**config.mk**
```make
export PLATFORM = sky130hd
export DESIGN_NAME = heater_ctrl_multi
export DESIGN_NICKNAME = d
export VERILOG_FILES = /design/src/rtl/heater_ctrl_multi.sv
export SDC_FILE = /design/constraint.sdc
export NUM_CORES = 1
export LEC_CHECK = 0
export CORE_ASPECT_RATIO = 2
export CORE_MARGIN = 3
export CORE_UTILIZATION = 36
export DETAILED_ROUTE_END_ITERATION = 7
export GPL_ROUTABILITY_DRIVEN = 0
export RECOVER_POWER = 50
export SLEW_MARGIN = 20
export SYNTH_ARGS = -nofsm -noshare
export SYNTH_HDL_FRONTEND = slang
export SYNTH_SLANG_ARGS = --single-unit
```
**constraint.sdc**
```tcl
create_clock -name clk -period 11.7 [get_ports clk]
set_input_delay 2.34 -clock clk [delete_from_list [all_inputs] [get_ports clk]]
set_output_delay 2.34 -clock clk [all_outputs]
set_load 0.05 [all_outputs]
```
**src/rtl/heater_ctrl_multi.sv**
```systemverilog
// heater_ctrl_multi: multi-channel NTC heater controller. Each channel filters its ADC code,
// regulates to a commanded setpoint (ONCE or HOLD) and latches over-temperature/runaway faults.
module heater_ctrl_multi #(
    parameter int N_CH       = 2,
    parameter int W          = 12,
    parameter int HOLDOFF    = 100,
    parameter int FILT_SHIFT = 4,
    parameter int RUNAWAY    = 1 << 20,
    localparam int CH_W      = (N_CH > 1) ? $clog2(N_CH) : 1
) (
    input  logic              clk,
    input  logic              reset,
    input  logic [N_CH*W-1:0] adc_in,
    input  logic [W-1:0]      hot_limit,
    input  logic              cmd_valid,
    input  logic [CH_W-1:0]   cmd_ch,
    input  logic [1:0]        cmd_mode,
    input  logic [W-1:0]      cmd_target,
    input  logic [W-1:0]      cmd_band,
    output logic              cmd_err,
    output logic [N_CH-1:0]   heater_en,
    output logic [N_CH-1:0]   done,
    output logic [N_CH-1:0]   fault
);
    localparam int WAIT_W = (HOLDOFF > 0) ? $clog2(HOLDOFF + 1) : 1;
    localparam int RUN_W  = $clog2(RUNAWAY + 1);

    localparam logic [1:0] MODE_OFF  = 2'd0;
    localparam logic [1:0] MODE_ONCE = 2'd1;
    localparam logic [1:0] MODE_HOLD = 2'd2;
    localparam logic [1:0] MODE_RSVD = 2'd3;

    typedef enum logic [2:0] {
        ST_OFF   = 3'd0,
        ST_WAIT  = 3'd1,
        ST_ONCE  = 3'd2,
        ST_DONE  = 3'd3,
        ST_HOLD  = 3'd4,
        ST_FAULT = 3'd5
    } state_t;

    state_t            state_r  [N_CH];
    state_t            state_s  [N_CH];
    logic [W-1:0]      filt_r   [N_CH];
    logic [W-1:0]      filt_s   [N_CH];
    logic [W-1:0]      target_r [N_CH];
    logic [W-1:0]      target_s [N_CH];
    logic [W-1:0]      band_r   [N_CH];
    logic [W-1:0]      band_s   [N_CH];
    logic [1:0]        mode_r   [N_CH];
    logic [1:0]        mode_s   [N_CH];
    logic [WAIT_W-1:0] wait_r   [N_CH];
    logic [WAIT_W-1:0] wait_s   [N_CH];
    logic [RUN_W-1:0]  run_r    [N_CH];
    logic [RUN_W-1:0]  run_s    [N_CH];
    logic [N_CH-1:0]   heat_r, heat_s;
    logic [N_CH-1:0]   done_r, done_s;
    logic [N_CH-1:0]   fault_r, fault_s;
    logic [N_CH-1:0]   cmd_sel_s;
    logic              cmd_err_r;
    logic              ch_oob_s, ch_fault_s, run_mode_s, reject_s, accept_s;

    // One IIR step in signed W+1-bit arithmetic; the result always lies between filt and adc.
    function automatic logic [W-1:0] filt_step(input logic [W-1:0] filt, input logic [W-1:0] adc);
        logic signed [W:0] diff;
        logic signed [W:0] sum;
        diff = $signed({1'b0, adc}) - $signed({1'b0, filt});
        sum  = $signed({1'b0, filt}) + (diff >>> FILT_SHIFT);
        return sum[W-1:0];
    endfunction

    function automatic logic [W-1:0] sat_add(input logic [W-1:0] a, input logic [W-1:0] b);
        logic [W:0] sum;
        sum = {1'b0, a} + {1'b0, b};
        return sum[W] ? {W{1'b1}} : sum[W-1:0];
    endfunction

    // Hysteresis: off at or below target, on at or above target+band, otherwise hold.
    function automatic logic hold_heat(input logic [W-1:0] filt, input logic [W-1:0] target,
                                       input logic [W-1:0] band, input logic prev);
        logic res;
        if (filt <= target) begin
            res = 1'b0;
        end else if (filt >= sat_add(target, band)) begin
            res = 1'b1;
        end else begin
            res = prev;
        end
        return res;
    endfunction

    // Command validation against the addressed channel.
    always_comb begin
        ch_fault_s = 1'b0;
        for (int c = 0; c < N_CH; c++) begin
            ch_fault_s = ch_fault_s | ((int'(cmd_ch) == c) && (state_r[c] == ST_FAULT));
        end
        ch_oob_s   = (int'(cmd_ch) >= N_CH);
        run_mode_s = (cmd_mode == MODE_ONCE) || (cmd_mode == MODE_HOLD);
        reject_s   = ch_oob_s || (cmd_mode == MODE_RSVD) ||
                     (run_mode_s && ((cmd_target <= hot_limit) || ch_fault_s));
        accept_s   = cmd_valid & ~reject_s;
        for (int c = 0; c < N_CH; c++) begin
            cmd_sel_s[c] = accept_s & (int'(cmd_ch) == c);
        end
    end

    // Per-channel filter, fault supervision and regulation state machine.
    always_comb begin
        for (int c = 0; c < N_CH; c++) begin
            state_s[c]  = state_r[c];
            filt_s[c]   = filt_step(filt_r[c], adc_in[c*W +: W]);
            target_s[c] = target_r[c];
            band_s[c]   = band_r[c];
            mode_s[c]   = mode_r[c];
            wait_s[c]   = wait_r[c];
            run_s[c]    = heat_r[c] ? (run_r[c] + RUN_W'(1)) : {RUN_W{1'b0}};
            heat_s[c]   = heat_r[c];
            done_s[c]   = done_r[c];
            fault_s[c]  = fault_r[c];

            // Faults outrank commands and normal regulation in the same cycle.
            if ((((state_r[c] == ST_WAIT) || (state_r[c] == ST_ONCE) ||
                  (state_r[c] == ST_DONE) || (state_r[c] == ST_HOLD)) &&
                 (filt_r[c] <= hot_limit)) ||
                (heat_r[c] && (run_r[c] >= RUN_W'(RUNAWAY - 1)))) begin
                state_s[c] = ST_FAULT;
                heat_s[c]  = 1'b0;
                fault_s[c] = 1'b1;
            end else if (cmd_sel_s[c]) begin
                heat_s[c] = 1'b0;
                done_s[c] = 1'b0;
                if (cmd_mode == MODE_OFF) begin
                    state_s[c] = ST_OFF;
                    fault_s[c] = 1'b0;
                end else begin
                    state_s[c]  = ST_WAIT;
                    target_s[c] = cmd_target;
                    band_s[c]   = cmd_band;
                    mode_s[c]   = cmd_mode;
                    wait_s[c]   = WAIT_W'(HOLDOFF);
                end
            end else begin
                case (state_r[c])
                    ST_OFF: begin
                        heat_s[c] = 1'b0;
                    end
                    ST_WAIT: begin
                        heat_s[c] = 1'b0;
                        if (wait_r[c] > WAIT_W'(1)) begin
                            wait_s[c] = wait_r[c] - WAIT_W'(1);
                        end else begin
                            // The regulation decision is taken on the same edge the wait ends.
                            wait_s[c] = {WAIT_W{1'b0}};
                            if (mode_r[c] == MODE_ONCE) begin
                                if (filt_r[c] > target_r[c]) begin
                                    state_s[c] = ST_ONCE;
                                    heat_s[c]  = 1'b1;
                                end else begin
                                    state_s[c] = ST_DONE;
                                    done_s[c]  = 1'b1;
                                end
                            end else begin
                                state_s[c] = ST_HOLD;
                                heat_s[c]  = hold_heat(filt_r[c], target_r[c], band_r[c], 1'b0);
                            end
                        end
                    end
                    ST_ONCE: begin
                        if (filt_r[c] > target_r[c]) begin
                            heat_s[c] = 1'b1;
                        end else begin
                            state_s[c] = ST_DONE;
                            heat_s[c]  = 1'b0;
                            done_s[c]  = 1'b1;
                        end
                    end
                    ST_DONE: begin
                        heat_s[c] = 1'b0;
                        done_s[c] = 1'b1;
                    end
                    ST_HOLD: begin
                        heat_s[c] = hold_heat(filt_r[c], target_r[c], band_r[c], heat_r[c]);
                    end
                    ST_FAULT: begin
                        heat_s[c]  = 1'b0;
                        fault_s[c] = 1'b1;
                    end
                    default: begin
                        state_s[c] = ST_OFF;
                        heat_s[c]  = 1'b0;
                    end
                endcase
            end
        end
    end

    // State and output registers; reset abandons any operation in progress.
    always_ff @(posedge clk or posedge reset) begin
        if (reset) begin
            for (int c = 0; c < N_CH; c++) begin
                state_r[c]  <= ST_OFF;
                filt_r[c]   <= {W{1'b1}};
                target_r[c] <= {W{1'b0}};
                band_r[c]   <= {W{1'b0}};
                mode_r[c]   <= MODE_OFF;
                wait_r[c]   <= {WAIT_W{1'b0}};
                run_r[c]    <= {RUN_W{1'b0}};
            end
            heat_r    <= {N_CH{1'b0}};
            done_r    <= {N_CH{1'b0}};
            fault_r   <= {N_CH{1'b0}};
            cmd_err_r <= 1'b0;
        end else begin
            for (int c = 0; c < N_CH; c++) begin
                state_r[c]  <= state_s[c];
                filt_r[c]   <= filt_s[c];
                target_r[c] <= target_s[c];
                band_r[c]   <= band_s[c];
                mode_r[c]   <= mode_s[c];
                wait_r[c]   <= wait_s[c];
                run_r[c]    <= run_s[c];
            end
            heat_r    <= heat_s;
            done_r    <= done_s;
            fault_r   <= fault_s;
            cmd_err_r <= cmd_valid & reject_s;
        end
    end

    assign heater_en = heat_r;
    assign done      = done_r;
    assign fault     = fault_r;
    assign cmd_err   = cmd_err_r;

endmodule

```
# == Word level (Yosys, flattened, before mapping) ==
# Index checks and enable logic that the tools add are counted.
# totals
reg_bits,145
in_bits,66
out_inout_bits,7
# op_classes
order_cmp,13
mux,63
n_bitwise,10
eq_ne,31
reduce_logical,39
add_sub_neg,10
# op_table
operator,n
$le A12 B12 Y1,5
$mux W7,7
$add A21 B1 Y21 const B,2
$ge A21 B20 Y1 const B,2
$mux W21,2
$mux W1,36
$mux W3,10
$add A12 B12 Y13,2
$sub A12 B12 Y13,2
$add A12 B9 Y12,2
$ge A12 B12 Y1,2
$gt A12 B12 Y1,2
$mux W12,2
$pmux W3 S3,2
$reduce_and A3 Y1,6
$ne A4 B4 Y1 const B,4
$gt A7 B1 Y1 const B,2
$sub A7 B1 Y7 const B,2
$eq A3 B2 Y1 const B,4
$eq A3 B3 Y1 const B,4
$ne A3 B1 Y1 const B,4
$pmux W1 S3,4
$logic_or A1 B1 Y1,11
$ne A5 B2 Y1 const B,2
18 further kinds,45

# == Depth between registers and ports, before layout ==
# Gate-level depths: netlist of run 1.
# logic_depth
depth_word,11
mapped_depth,18
ltp_nobuf,17

# == Worst setup path before layout of run 1 ==
# OpenSTA, ideal clock, no wires.
# synth_path
path_type,in2reg
from,in adc_in[1]
to,reg filt_r[23] (netlist bit)
required_time_ns,11.625
setup_ns,0.075
t_arrival_ns,5.475
cell_stages,13
setup_slack_ns,6.149
path_cell_list,ha_1 -> a2111oi_0 -> o31ai_1 -> o41a_1 -> and4_1 -> a2111oi_4 -> ha_1 -> and3_1 -> o211ai_1 -> nand2_1 -> o41ai_1 -> xnor2_1 -> xnor2_1
# synth_rtl
item,line_no,rtl
from (decl),13,"input logic [N_CH*W-1:0] adc_in,"
"to (signal, indexed assignment)",203,filt_r[c] <= {W{1'b1}};
"to (signal, indexed assignment)",217,filt_r[c] <= filt_s[c];
to (decl),44,logic [W-1:0] filt_r [N_CH];

==> metrics, run 1 <==
CP Data Arrival Time roughly 6.6 ns; CTS resizes 0; relative slew slack -127.0%; crit end category register; vias in the first global route slightly above 9000; sequential fraction of the synthesis area about a third; vias per cell around 5.4; fraction of registers with async set/reset 100.0%; Clock power frac around 14%; GRT Total Usage 17.68%; share of cells above drive strength 1 approximately a tenth; number of synthesized flops with an enable pin 0; Sw Pwr approximately 1.9 mW; Final min period 6.260 ns; remaining antenna violation count after routing 0; grt total ovfl 0; max frequency approximately 160 MHz; cell count after placement 1593; setup TNS 0 ns; hold_ws 0.4986 ns; DRT iter0 DRCs 335; sequential share of power around 22%; Avg Cell Area, Syn roughly 9.5 um^2; CTS max path bufs 2; layout net count approximately 1500; Pins Over Slew Limit 75; combinational share of power 63.8%; syn nets approximately 1400; Crit Path Max Fanout 5; post-CTS setup buffer count 0; internal power 2.321 mW; Worst path slowest cell a2111oi_0; Synth top area share a little over a quarter; crit path kind in2reg; synth top area cells dfrtp_1, ha_1, dfstp_2, mux2_2, xnor2_1; synth warn 0; sw frac between 40% and 50%; Die ar. around 33000 um^2; clk sinks between 100 and 150; P&R area growth vs syn 15.92%; Worst Skew approximately 0.010 ns; I/O Pins 73; # DRC 0; Max VDD drop between 0.00015 and 0.0002 V; CTS tree built; dpl hpwl 22.48 mm; die width between 100 and 150 um; Core ar. roughly 30000 um^2; CP max stage delay 0.61 ns; WP data required between 10 and 15 ns; PortBufs between 70 and 80; max_cap viols 1; violated checks capacitance limit, slew limit; DR pass1 iterations 5; num rows 90; clock latency at the later pin of the worst-skew pair 0.44 ns; Synth Register Bits between 100 and 150; clock slew at reported path FFs roughly 0.060 ns; P per Cell Area between 300 and 400 nW/um^2; Fill cells a little under 3000; period utilization between 50% and 60%; drt total wl 28.09 mm; Leakage 5.953 nW; HP Class reg2reg; initial antenna violation count 1; critical path cell sequence dlygate4sd3_1 > ha_1 > a2111oi_0 > o31ai_1 > o41a_1 > and4_1 > a2111oi_4 > ha_1 > and3_1 > o211ai_1 > nand2_1 > o41ai_1 > xnor2_1 > xnor2_1; CTS Root Cell clkbuf_16; TritonCTS buffer count 17; die height between 200 and 300 um; final setup margin approximately 5.4 ns; final core area utilization between 40% and 50%; Syn Inst Count 1166; vias 8742; CTS H-tree depth 4; Synth area leader dfrtp_1; startpoint types primary input; Most used DFF post-synth dfrtp_1; final hold violations 0; Hold Buf Count CTS 0; post-route insts no fill approximately 1600; overall power 4.207 mW; commonest non-fill, non-tap cell in the layout ha_1; pre-CTS setup slack just over 5 ns; Worst Tran Pin Value between 3 and 4 ns; final setup fails 0; status complete, but fails checks; synth unique cells 74; most frequent cells in the layout ha_1, dfrtp_1, inv_1; pin count of the biggest net entering global routing 75; first-pass GRT wire length ~46 mm; routed length per instance 17.27 um; RSZ-0062 raised after global routing false; dpl cell area 12260 um^2; Design Area, Final 12880 um^2; initial core utilization a little under two fifths; mapped cell area 11110 um^2
## critical path, delay by kind of cell
| kind | cells | cell delay (ns) |
|---|---|---|
| and+or+nand+nor | 3 | 0.55 |
| xor gates and xnor gates | 2 | 0.34 |
| AOI/OAI and AO/OA | 6 | 2.18 |
| buffers and inverters | 1 | 0.54 |
| adders and majority gates | 2 | 0.65 |
## cell families (layout without fill, tap and decap cells)
group,count (synthesis),after routing,share of synthesized area (%)
and+or+nand+nor,361,361,16.62
adders and majority gates,164,164,18.74
AOI/OAI and AO/OA,245,245,15.37
muxes,58,58,5.833
DFF,145,145,32.93
xor gates and xnor gates,82,82,6.588
buffers and inverters,111,202,3.919
other,0,1,0
## layer usage
metal	wire length (um)	track usage (%)	up-vias
met4	1704	10.34	0
met5	0	0	-
met1	10190	17.81	4210
li1	-	-	4356
met2	15640	33.25	117
met3	551	2.892	59
## final timing paths
| path | from | endpoint | slack (ns) | cells past startpoint |
|---|---|---|---|---|
| worst min register to register | mode_r[1] | mode_r[1] | 0.50 | 1 |
| worst max-delay path | adc_in[1] | filt_r[23] | 5.44 | 14 |
| worst min-delay path | mode_r[1] | mode_r[1] | 0.50 | 1 |
| min in group asynchronous | reset | wait_r[10] | 3.34 | 2 |
| max in group asynchronous | reset | band_r[12] | 6.28 | 3 |
| worst max register to register | target_r[0] | heater_en[1] | 6.61 | 18 |
## power by group through the flow
| stage | registers (mW) | logic, mW | clock network [mW] |
|---|---|---|---|
| after CTS | 0.935 | 2.71 | 0.606 |
| after global routing | 0.963 | 3.06 | 0.627 |
| final | 0.933 | 2.68 | 0.592 |
| after detailed placement | 0.942 | 2.69 | 0 |
| after global placement | 0.941 | 2.63 | 0 |
| after floorplan | 0.882 | 2.09 | 0 |
## flip-flops by register name (all words and copies together), names as in the netlist
signal	count
run_r	42
band_r	24
filt_r	24
target_r	24
wait_r	14
state_r	6
mode_r	4
done	2
fault	2
heater_en	2
cmd_err	1
## synthesized netlist by cell type (15+ instances only)
library cell and count:
nand2_1 68, inv_1 90, ha_1 160, nor2b_1 21
o21a_1 15, and3_1 17, nor2_1 85, o21ai_0 38
nor3_1 29, nand4_1 27, mux2_2 53, nand3_1 28
dfrtp_1 121, dfstp_2 24, and2_1 42, a21o_1 30
xnor2_1 61, a21oi_1 63, o211ai_1 15, xor2_1 20
## cell type report
cell class | instances | area, um^2 | area share, %
clock buffer | 20 | 456.7 | 3.546
antenna | 1 | 2.502 | 0.01943
clock inverter | 12 | 173.9 | 1.350
sequential | 145 | 3659 | 28.40
timing repair buffer | 79 | 769.5 | 5.974
inverter | 91 | 342.8 | 2.662
multi-input combinational | 910 | 7015 | 54.47
tap | 368 | 460.4 | 3.575
Power figures use the tool's default switching activity.
==> run 2: changes to the inputs <==
clock period = 6.37 ns   (was 11.7 ns; I/O delays follow)
==> run 2 against run 1 <==
Against the previous run:
- the run still ends with capacitance limit, slew limit left
- highest routed layer unchanged
- via count up 0.70%
- clock power grew 71%
- combinational power is 84% higher
- sequential share of layout area increased by 0.061 points
- sequential power up 83%
==> metrics, run 2 (synthesis gave the netlist of run 1 again) <==
post-CTS setup buffer count 0 (unchanged); most frequent cells in the layout ha_1, dfrtp_1, inv_1; CP Data Arrival Time 5.27 ns (-1.35 ns); CTS H-tree depth 4 (unchanged); reg2reg setup slack 1.51 ns (-5.10 ns); vias per cell 5.404 (+0.51%); max_cap viols 3 (+2); setup TNS 0 ns (unchanged); Die ar. 33140 um^2 (unchanged); HP Class reg2reg; worst reg2reg endpoint heater_en[0]; Worst path slowest cell a2111oi_0; remaining antenna violation count after routing 0 (unchanged); Worst Path Buf+Inv 1 (unchanged); RSZ-0062 raised after global routing false; die width 130.2 um (unchanged); TritonCTS buffer count 17 (unchanged); initial core utilization 36.68% (unchanged); CTS Root Cell clkbuf_16; post-route insts no fill 1629 (+0.18%); GRT Total Usage 17.33% (-0.35 points); vias 8803 (+0.70%); Pins Over Slew Limit 150 (+100%); crit end category register; CTS max path bufs 2 (unchanged); Crit Path Max Fanout 5 (unchanged); dpl hpwl 22.50 mm (about the same); critical path cell sequence clkdlybuf4s50_1 > ha_1 > a2111oi_0 > o31ai_1 > o41a_1 > and4_1 > a2111oi_4 > ha_1 > and3_1 > o211ai_1 > nand2_1 > o41ai_1 > xnor2_1 > xnor2_1; startpoint types primary input; hold_ws 0.4837 ns (-0.01491 ns); WP data required 6.73 ns (-5.33 ns); PortBufs 72 (unchanged); Top reg by flops run_r; cell count of the worst reg-to-reg path 18 (unchanged); cell count after placement 1596 (+0.19%); relative slew slack -60.31% (+67 points); Worst Tran Pin Value 2.405 ns (-0.9812 ns); commonest non-fill, non-tap cell in the layout ha_1; drt total wl 28.05 mm (-0.14%); worst r2r src target_r[12]; die height 254.4 um (unchanged); max frequency 203.8 MHz; crit path kind in2reg; final setup margin 1.463 ns (-3.977 ns); DR pass1 iterations 4 (-1); DRT iter0 DRCs 350 (+4.5%); CTS tree built; CP max stage delay 0.50 ns (-0.11 ns); hold endpoint run_r[0]; Design Area, Final 12850 um^2 (-0.21%); Final min period 4.907 ns; final hold violations 0 (unchanged); clock slew at reported path FFs 0.07 ns (about the same); routed length per instance 17.22 um (-0.32%); status complete, but fails checks; dpl cell area 12280 um^2 (+0.18%); Core ar. 30290 um^2 (unchanged); num rows 90 (unchanged); Max VDD drop 0.0002689 V (+57%); Leakage 5.924 nW (-0.49%); critical path's top delay family compound AO/OA/AOI/OAI gates; # DRC 0 (unchanged); first-pass GRT wire length 44.84 mm (-2.1%); pre-CTS setup slack 0.9972 ns (-4.087 ns); grt total ovfl 0 (unchanged); hold path startpoint run_r[0]; layout net count 1477 (+0.20%); final setup fails 0 (unchanged); period utilization 77.03%; Hold Buf Count CTS 0 (unchanged); max reg flops 42 (unchanged); vias in the first global route 9174 (-0.098%); CTS resizes 0 (unchanged); Worst Skew 0.01269 ns (+0.002255 ns); crit path from adc_in[1]; share of cells above drive strength 1 10.63% (+0.21 points); initial antenna violation count 1 (unchanged); pin count of the biggest net entering global routing 63 (-16%); P&R area growth vs syn 15.68%; clk sinks 145 (unchanged); P per Cell Area 596.2 nW/um^2 (+83%); worst hold path depth 1 (unchanged); clock latency at the later pin of the worst-skew pair 0.44 ns (about the same); violated checks capacitance limit, slew limit; I/O Pins 73 (unchanged)
-- run 2: cell count changes in the layout (fill, tap and decap cells not counted), moves of 2 or more --
cell	previous run	this run
and2_0	31	33
clkinvlp_4	0	4
clkinv_4	5	2
dlygate4sd3_1	7	1
clkdlybuf4s50_1	65	71
inv_6	2	4
and2_1	12	10
bufinv_16	3	1
-- run 2: how the worst max path moves through the flow --
stage	to	slack, ns	depth (start not counted)
final	filt_r[23]	1.46	14
after global placement	filt_r[23]	0.95	14
after CTS	filt_r[23]	1.44	14
after global routing	state_r[5]	0.99	3
after floorplan	band_r[0]	1.24	1
after detailed placement	filt_r[23]	1.0	14
-- run 2: routing by layer --
metal  GRT usage (%)  share of wire, %  vias to the layer above
li1                -                 -                     4364
met1           17.11                36                     4282
met2           34.43                58                      110
met3           2.222               1.8                       47
met4           8.056               4.2                        0
met5               0                 0                        -
-- run 2: stage by stage --
| step | utilization, % | total power [mW] |
|---|---|---|
| final | 42.43 | 7.663 |
| after global routing | 42.43 | 8.448 |
| after CTS | 42.47 | 7.744 |
| after detailed placement | 40.53 | 6.677 |
| after global placement | 40.53 | 6.553 |
| after floorplan | - | 5.460 |
-- run 2: worst register-to-register path, stage by stage (launching register included) --
cell,delay [ns]
dfrtp_1,0.41
ha_1,0.24
fa_1,0.41
a21o_1,0.20
a21oi_1,0.24
o21ai_0,0.19
o41ai_1,0.66
o21ba_2,0.29
a21oi_1,0.07
buf_4,0.18
or2_2,0.29
ha_1,0.26
nand2b_1,0.14
a21o_1,0.17
a21o_1,0.18
a21o_1,0.19
a211oi_1,0.32
o211a_1,0.25
nor4b_1,0.06
-- run 2: final cells by class --
type                    count  area (um^2)
diodes                      1        2.502
clock buffers              18        439.2
clock inverters            14        146.4
fillers                  2942        17440
inverters                  91        342.8
multi-input cells         910         7017
flip-flops and latches    145         3659
well taps                 368        460.4
repair buffers             82        785.8
-- run 2: where the power goes --
group | switching (mW) | total, mW | internal (mW)
Sequential | 0.356 | 1.71 | 1.35
Clock | 0.449 | 1.01 | 0.561
Combinational | 2.66 | 4.94 | 2.28
